[src/rtl/multiword_add_sequencer.sv]
// Multi-word add/subtract built from one shared 17-bit adder, stepped one 16-bit word
// per cycle from the least-significant word up, with the carry chained through a register.
module multiword_add_sequencer #(
  parameter int WORDS = 4
) (
  input  logic                clk,
  input  logic                rst_n,
  input  logic                start,
  input  logic                sub,
  input  logic                cin,
  input  logic [16*WORDS-1:0] a_in,
  input  logic [16*WORDS-1:0] b_in,
  output logic                busy,
  output logic                done,
  output logic [16*WORDS-1:0] sum,
  output logic                cout,
  output logic                ovf
);

  localparam int W  = 16;
  localparam int N  = W * WORDS;
  localparam int IW = (WORDS > 1) ? $clog2(WORDS) : 1;
  localparam logic [IW-1:0] LAST_IDX = IW'(WORDS - 1);

  typedef enum logic {
    IDLE = 1'b0,
    RUN  = 1'b1
  } state_t;

  state_t        state_q;
  logic [IW-1:0] idx_q;
  logic          carry_q;
  logic [N-1:0]  a_q;
  logic [N-1:0]  b_q;
  logic [N-1:0]  sum_q;
  logic          busy_q;
  logic          done_q;
  logic          cout_q;
  logic          ovf_q;

  logic [W-1:0]  a_word_d;
  logic [W-1:0]  b_word_d;
  logic [W:0]    word_sum_d;
  logic          ovf_d;

  // Word slice at idx_q through the shared adder; ovf_d only matters on the top word.
  always_comb begin
    a_word_d   = a_q[idx_q*W +: W];
    b_word_d   = b_q[idx_q*W +: W];
    word_sum_d = {1'b0, a_word_d} + {1'b0, b_word_d} + {16'h0000, carry_q};
    ovf_d      = (a_word_d[W-1] == b_word_d[W-1]) && (word_sum_d[W-1] != a_word_d[W-1]);
  end

  // Control FSM and datapath registers; B is stored pre-inverted for subtraction.
  always_ff @(posedge clk or negedge rst_n) begin
    if (!rst_n) begin
      state_q <= IDLE;
      idx_q   <= '0;
      carry_q <= 1'b0;
      a_q     <= '0;
      b_q     <= '0;
      sum_q   <= '0;
      busy_q  <= 1'b0;
      done_q  <= 1'b0;
      cout_q  <= 1'b0;
      ovf_q   <= 1'b0;
    end else begin
      done_q <= 1'b0;
      case (state_q)
        IDLE: begin
          if (start) begin
            a_q     <= a_in;
            b_q     <= sub ? ~b_in : b_in;
            carry_q <= sub ? 1'b1 : cin;
            idx_q   <= '0;
            sum_q   <= '0;
            cout_q  <= 1'b0;
            ovf_q   <= 1'b0;
            busy_q  <= 1'b1;
            state_q <= RUN;
          end else begin
            state_q <= IDLE;
          end
        end
        RUN: begin
          sum_q[idx_q*W +: W] <= word_sum_d[W-1:0];
          carry_q             <= word_sum_d[W];
          if (idx_q == LAST_IDX) begin
            cout_q  <= word_sum_d[W];
            ovf_q   <= ovf_d;
            busy_q  <= 1'b0;
            done_q  <= 1'b1;
            idx_q   <= '0;
            state_q <= IDLE;
          end else begin
            idx_q   <= idx_q + 1'b1;
          end
        end
        default: begin
          state_q <= IDLE;
          busy_q  <= 1'b0;
        end
      endcase
    end
  end

  assign busy = busy_q;
  assign done = done_q;
  assign sum  = sum_q;
  assign cout = cout_q;
  assign ovf  = ovf_q;

endmodule

[config.mk]
export PLATFORM = sky130hd
export DESIGN_NAME = multiword_add_sequencer
export DESIGN_NICKNAME = d
export VERILOG_FILES = /design/src/rtl/multiword_add_sequencer.sv
export SDC_FILE = /design/constraint.sdc
export NUM_CORES = 1
export LEC_CHECK = 0
export CAP_MARGIN = 20
export CORE_UTILIZATION = 51
export CTS_CLUSTER_SIZE = 14
export DETAILED_ROUTE_END_ITERATION = 10
export MAX_ROUTING_LAYER = met4
export PLACE_DENSITY = 0.8
export SYNTH_ARGS = -nofsm -noshare
export SYNTH_HDL_FRONTEND = slang
export SYNTH_SLANG_ARGS = --single-unit
[constraint.sdc]
create_clock -name clk -period 3.7 [get_ports clk]
set_input_delay 0.37 -clock clk [delete_from_list [all_inputs] [get_ports clk]]
set_output_delay 0.37 -clock clk [all_outputs]
set_load 0.01 [all_outputs]
Yosys cells after proc, flatten, opt, wreduce, memory -nomap -nowiden
Cells that the tools add are included.
- input port bits: 133
- word-level logic and storage cells: 51
- output and inout bits: 68
- register bits after elaboration: 200
- equal/unequal tests: 5
- shift operators: 4
- add/sub/neg operators: 4
- multiplexer cells: 23
- reductions and logical operators: 3
- bitwise gates (word level): 2
- operators with widths (kind ; count):
    two-way mux 64 bit ; 2
    one-hot mux 64 bit (2 select lines) ; 1
    variable part select 64 x 7 -> 16 bit ; 2
    bitwise mux 64 bit ; 1
    NOT 64 bit ; 1
    variable shift 16 x 34 -> 64 bit, first input constant ; 1
    variable part select 16 x 34 -> 64 bit ; 1
    negation 6 -> 34 bit ; 1
    adder 16 x 16 -> 17 bit ; 1
    adder 17 x 1 -> 17 bit ; 1
    two-way mux 1 bit ; 11
    one-hot mux 1 bit (2 select lines) ; 5
    two-way mux 2 bit ; 2
    one-hot mux 2 bit (2 select lines) ; 1
    AND reduction 2 bit ; 2
    adder 2 x 1 -> 2 bit, second input constant ; 1
    == test 2 bit, second input constant ; 1
    inequality test 2 x 1 -> 1 bit, second input constant ; 1
    inequality test 2 bit, second input constant ; 1
    == test 1 bit ; 1
    logical AND 1 bit ; 1
    inequality test 1 bit ; 1
    NOT 1 bit ; 1

Longest topological paths before layout
- depth in word-level cells: 7
- mapped depth: 12
- depth with buffers taken out: 10

Worst setup path after synthesis
OpenSTA, ideal clock, no wires.
- path type: register to register
- from: register idx_q[0]
- to: register sum_q[25] (netlist: sum[25])
- required time: 3.579 ns
- period minus slack after synthesis: 3.133 ns
- cell stages (with the launch flop): 11
- data arrival time: 3.012 ns
- path slack: 0.567 ns
- library setup time: 0.121 ns
- buffers on the path: 2
- cells stage by stage: dfrtp_1 -> buf_2 -> buf_2 -> mux4_2 -> ha_1 -> a2111oi_2 -> o21ai_1 -> and2_4 -> a31oi_4 -> xnor2_1 -> a22o_1
- word-level cells in the longest chain between the ends: 6
- elaborated cells on any way between the ends: 9
- those cells by class: add/sub: 3; shift: 4; mux: 2
- ends and longest elaborated chain (element ; line ; source):
    from (decl) ; 31 ; logic [IW-1:0] idx_q;
    from (signal assigned) ; 96 ; idx_q <= idx_q + 1'b1;
    variable part select 64 x 7 -> 16 bit, on equally long branches ; 48, 49 ;
    adder 16 x 16 -> 17 bit ; 50 ; word_sum_d = {1'b0, a_word_d} + {1'b0, b_word_d} + {16'h0000, carry_q};
    adder 17 x 1 -> 17 bit ; 50 ;
    variable part select 16 x 34 -> 64 bit ; 86 ; sum_q[idx_q*W +: W] <= word_sum_d[W-1:0];
    bitwise mux 64 bit (*) ; 86 ;
    one-hot mux 64 bit (2 select lines) (*) ; 69 ; case (state_q)
    to (signal, indexed assignment) ; 86 ;
    to (decl) ; 35 ; logic [N-1:0] sum_q;
Every way passes the cells marked *; elsewhere a longest branch is shown, timed or not.
A chain may end at the register's enable or synchronous reset.

Worst setup path in the final report
- from: register idx_q[0]
- to: register sum_q[13] (netlist: sum[13])
Same word-level chain as after synthesis.

==> flow_summary.yaml <==
status:
  status: "finished, violations left"
  violations: "design-rule violations, negative hold slack"
clock_tree:
  ctsHoldBuffers: 0
  clockBufferDepth: 2
  clk_pin_slew_ns: 0.07
  post_cts_buffers: 0
  cts_htree_levels: 4
  cts.sinks: 200
  tritoncts: "yes"
  cts.repair.resized: 0
  root_buffer: "clkbuf_16"
  cts_buffers: 17
  insertion_delay_ns: 0.44
synth:
  synth_area_mm2: 0.009487
  netlist_instances: 906
  syn_area_per_cell_um2: 10.47
  synthArstFlopShare: 1.000
  synth_fp_nets: 1060
  seq_area_frac_synth: 0.5276
  ys.flop_type: "dfrtp_1"
  ys_ff_latch: 200
  synth_cell_type_count: 49
  synth_edf_count: 0
  yosys_warnings: 0
setup_path:
  critPathCapture: "sum[13]"
  timing.rr.start: "idx_q[0]"
  regToRegSetupSlack_ns: 0.62
  critPathLaunchType: "flop"
  reg2reg_to: "sum[13]"
  required_ns: 4.00
  end_kind: "flop"
  ff2ff_path_depth: 9
  cp-startpoint: "idx_q[0]"
  critPathKind: "reg2reg"
  path_max_fanout: 25
  arrival_ns: 3.38
detailed_routing:
  postRouteAntennaNets: 0
  wl_per_cell_um: 17.99
  num_vias: 7328
  routed_wl_um: 23840
  firstDrtPassIters: 8
  drc_errors: 29
  avgViaCountPerCell: 5.531
  drtIter0Drc: 644
floorplanning:
  ios: 201
  die_y_um: 138.4
  initial_core_util: 0.5245
  core_mm2: 0.01809
  dieArea_mm2: 0.01915
  fp.dieW_um: 138.4
  rows: 49
layout:
  num-nets-final: 1237
  multi_input_area_mm2: 0.004184
  drive_gt1_frac: 0.08394
  diodes: 0
  syn2layout_area_growth_pct: 29.21
  final_cells: 1325
  ff_latch_area_mm2: 0.005006
  fill_cells: 1356
place:
  numPortBuffers: 200
  place_congestion: 0.8833
  dp_cells: 1293
  dp_hpwl_um: 17440
sta:
  period_minus_slack_ns: 3.079
  tightest_slew_ns: 1.014
  setup_viol: 0
  hold_slack_ns: -0.02760
  tns_ns: 0
  fmax_ghz: 0.3247
  finClkSkew_ns: 0.01162
  period_share: 0.8322
  drv_slew: 0
  hold_violations: 12
  rsz0062_at_grt: "false"
  slew-limit-headroom: 0.3237
flow_run:
  cap_violations: 0
power_and_ir_drop:
  p_leak_nw: 5.345
  peakVddDrop_uv: 668.5
  p_per_area_mw_per_mm2: 1044
global_route:
  antenna_found_initial: 0
  grt_util_all_layers: 0.2691
  grt_pass1_vias: 7348
  grt_pass1_wl_um: 38670
  grt_overflow_total: 0
  grt_max_degree: 194
worst_hold_path:
  hold_path.class: "in2async"
logic make-up (layout without fill, tap and decap cells):
group / Yosys count / count (layout) / share of synthesized area
XOR/XNOR: 78 / 78 / 0.07201
AO/OA/AOI/OAI: 185 / 185 / 0.1264
adder cells (fa/ha/maj): 21 / 21 / 0.02928
flip-flops: 200 / 200 / 0.5276
multiplexers: 32 / 32 / 0.07597
buffers and inverters: 65 / 255 / 0.03244
AND/OR/NAND/NOR: 325 / 325 / 0.1364
power breakdown:
group / switching, mW / internal, mW / total (mW)
registers: 0.578 / 3.11 / 3.69
logic: 4.25 / 3.01 / 7.26
clock network: 0.866 / 0.984 / 1.85
Yosys cell counts (all sizes together) (4+ instances only):
| library cell | number | area (µm²) |
|---|---|---|
| a211oi | 4 | 35.03 |
| ha | 19 | 237.7 |
| and2 | 5 | 33.78 |
| inv | 9 | 33.78 |
| o21ai | 32 | 160.2 |
| nor2 | 76 | 287.8 |
| xnor2 | 75 | 656.9 |
| nand4 | 4 | 25.02 |
| a21oi | 81 | 409.1 |
| nand2 | 224 | 840.8 |
| a22o | 42 | 367.9 |
| mux4 | 32 | 720.7 |
| dfrtp | 200 | 5005 |
| nor2b | 4 | 25.02 |
| a21o | 8 | 61.31 |
| buf | 20 | 138.9 |
| clkbuf | 36 | 135.1 |
| a22oi | 4 | 30.03 |
worst min path at each step:
stage | start | endpoint | slack (ns) | depth (start not counted)
after floorplan | rst_n | a_q[0] | 0.07 | 0
final | rst_n | sum[50] | -0.03 | 1
after global placement | a_q[5] | a_q[5] | 0.45 | 2
after detailed placement | a_q[45] | a_q[45] | 0.46 | 2
after CTS | rst_n | sum[50] | 0.02 | 1
after global routing | rst_n | sum[50] | 0.05 | 1
worst max-delay path: stages (launching register included):
cell and delay, ns:
dfrtp_2 0.43, buf_12 0.24, mux4_2 0.57, ha_1 0.34, a211oi_1 0.29, o21bai_1 0.12, a21oi_1 0.26, o221ai_1 0.21
xnor2_1 0.31, o21ai_0 0.15
state kept, by name, indices dropped and copies added, names as in the netlist:
signal / count
b_q: 64
state_q: 1
ovf: 1
sum: 64
carry_q: 1
done: 1
a_q: 64
busy: 1
cout: 1
idx_q: 2
stage by stage:
stage                     utilization  power (mW)  hold WS [ns]  cell area, µm²  worst slack, ns
after floorplan                     -       8.518       0.07441            9487           0.5666
after global placement         0.6441       10.79        0.4535           11650           0.7043
after detailed placement       0.6452       10.91        0.4585           11670           0.6154
after CTS                      0.6778       12.79       0.02032           12260           0.5951
after global routing           0.6778       13.65       0.05314           12260           0.4145
final                          0.6778       12.80      -0.02760           12260           0.6207
cells in the final DEF (no fill, tap or decap), types with 6 or more instances in the layout:
cell type,instances
dfrtp_1,199
nor2_1,75
xnor2_1,75
clkbuf_16,17
o21ai_1,6
ha_1,19
inv_1,9
a21oi_1,80
a22o_1,42
buf_4,11
nand2_1,223
o21ai_0,26
clkdlybuf4s50_1,198
mux4_2,32
a21o_1,7
layout make-up:
cell class / count / share of cell area
multi-input combinational: 641 / 0.3413
timing repair buffer: 214 / 0.1761
clock inverter: 13 / 0.01113
tap: 229 / 0.02337
clock buffer: 19 / 0.03695
sequential: 200 / 0.4084
inverter: 9 / 0.002756
layer usage:
layer / up-vias / share of wire / track usage
met3: 27 / 0.058 / 0.04849
li1: 3438 / - / -
met5: - / 0 / -
met4: 0 / 0.019 / 0.08516
met1: 3592 / 0.44 / 0.3592
met2: 271 / 0.49 / 0.4205
(Power assumes the default switching activity.)
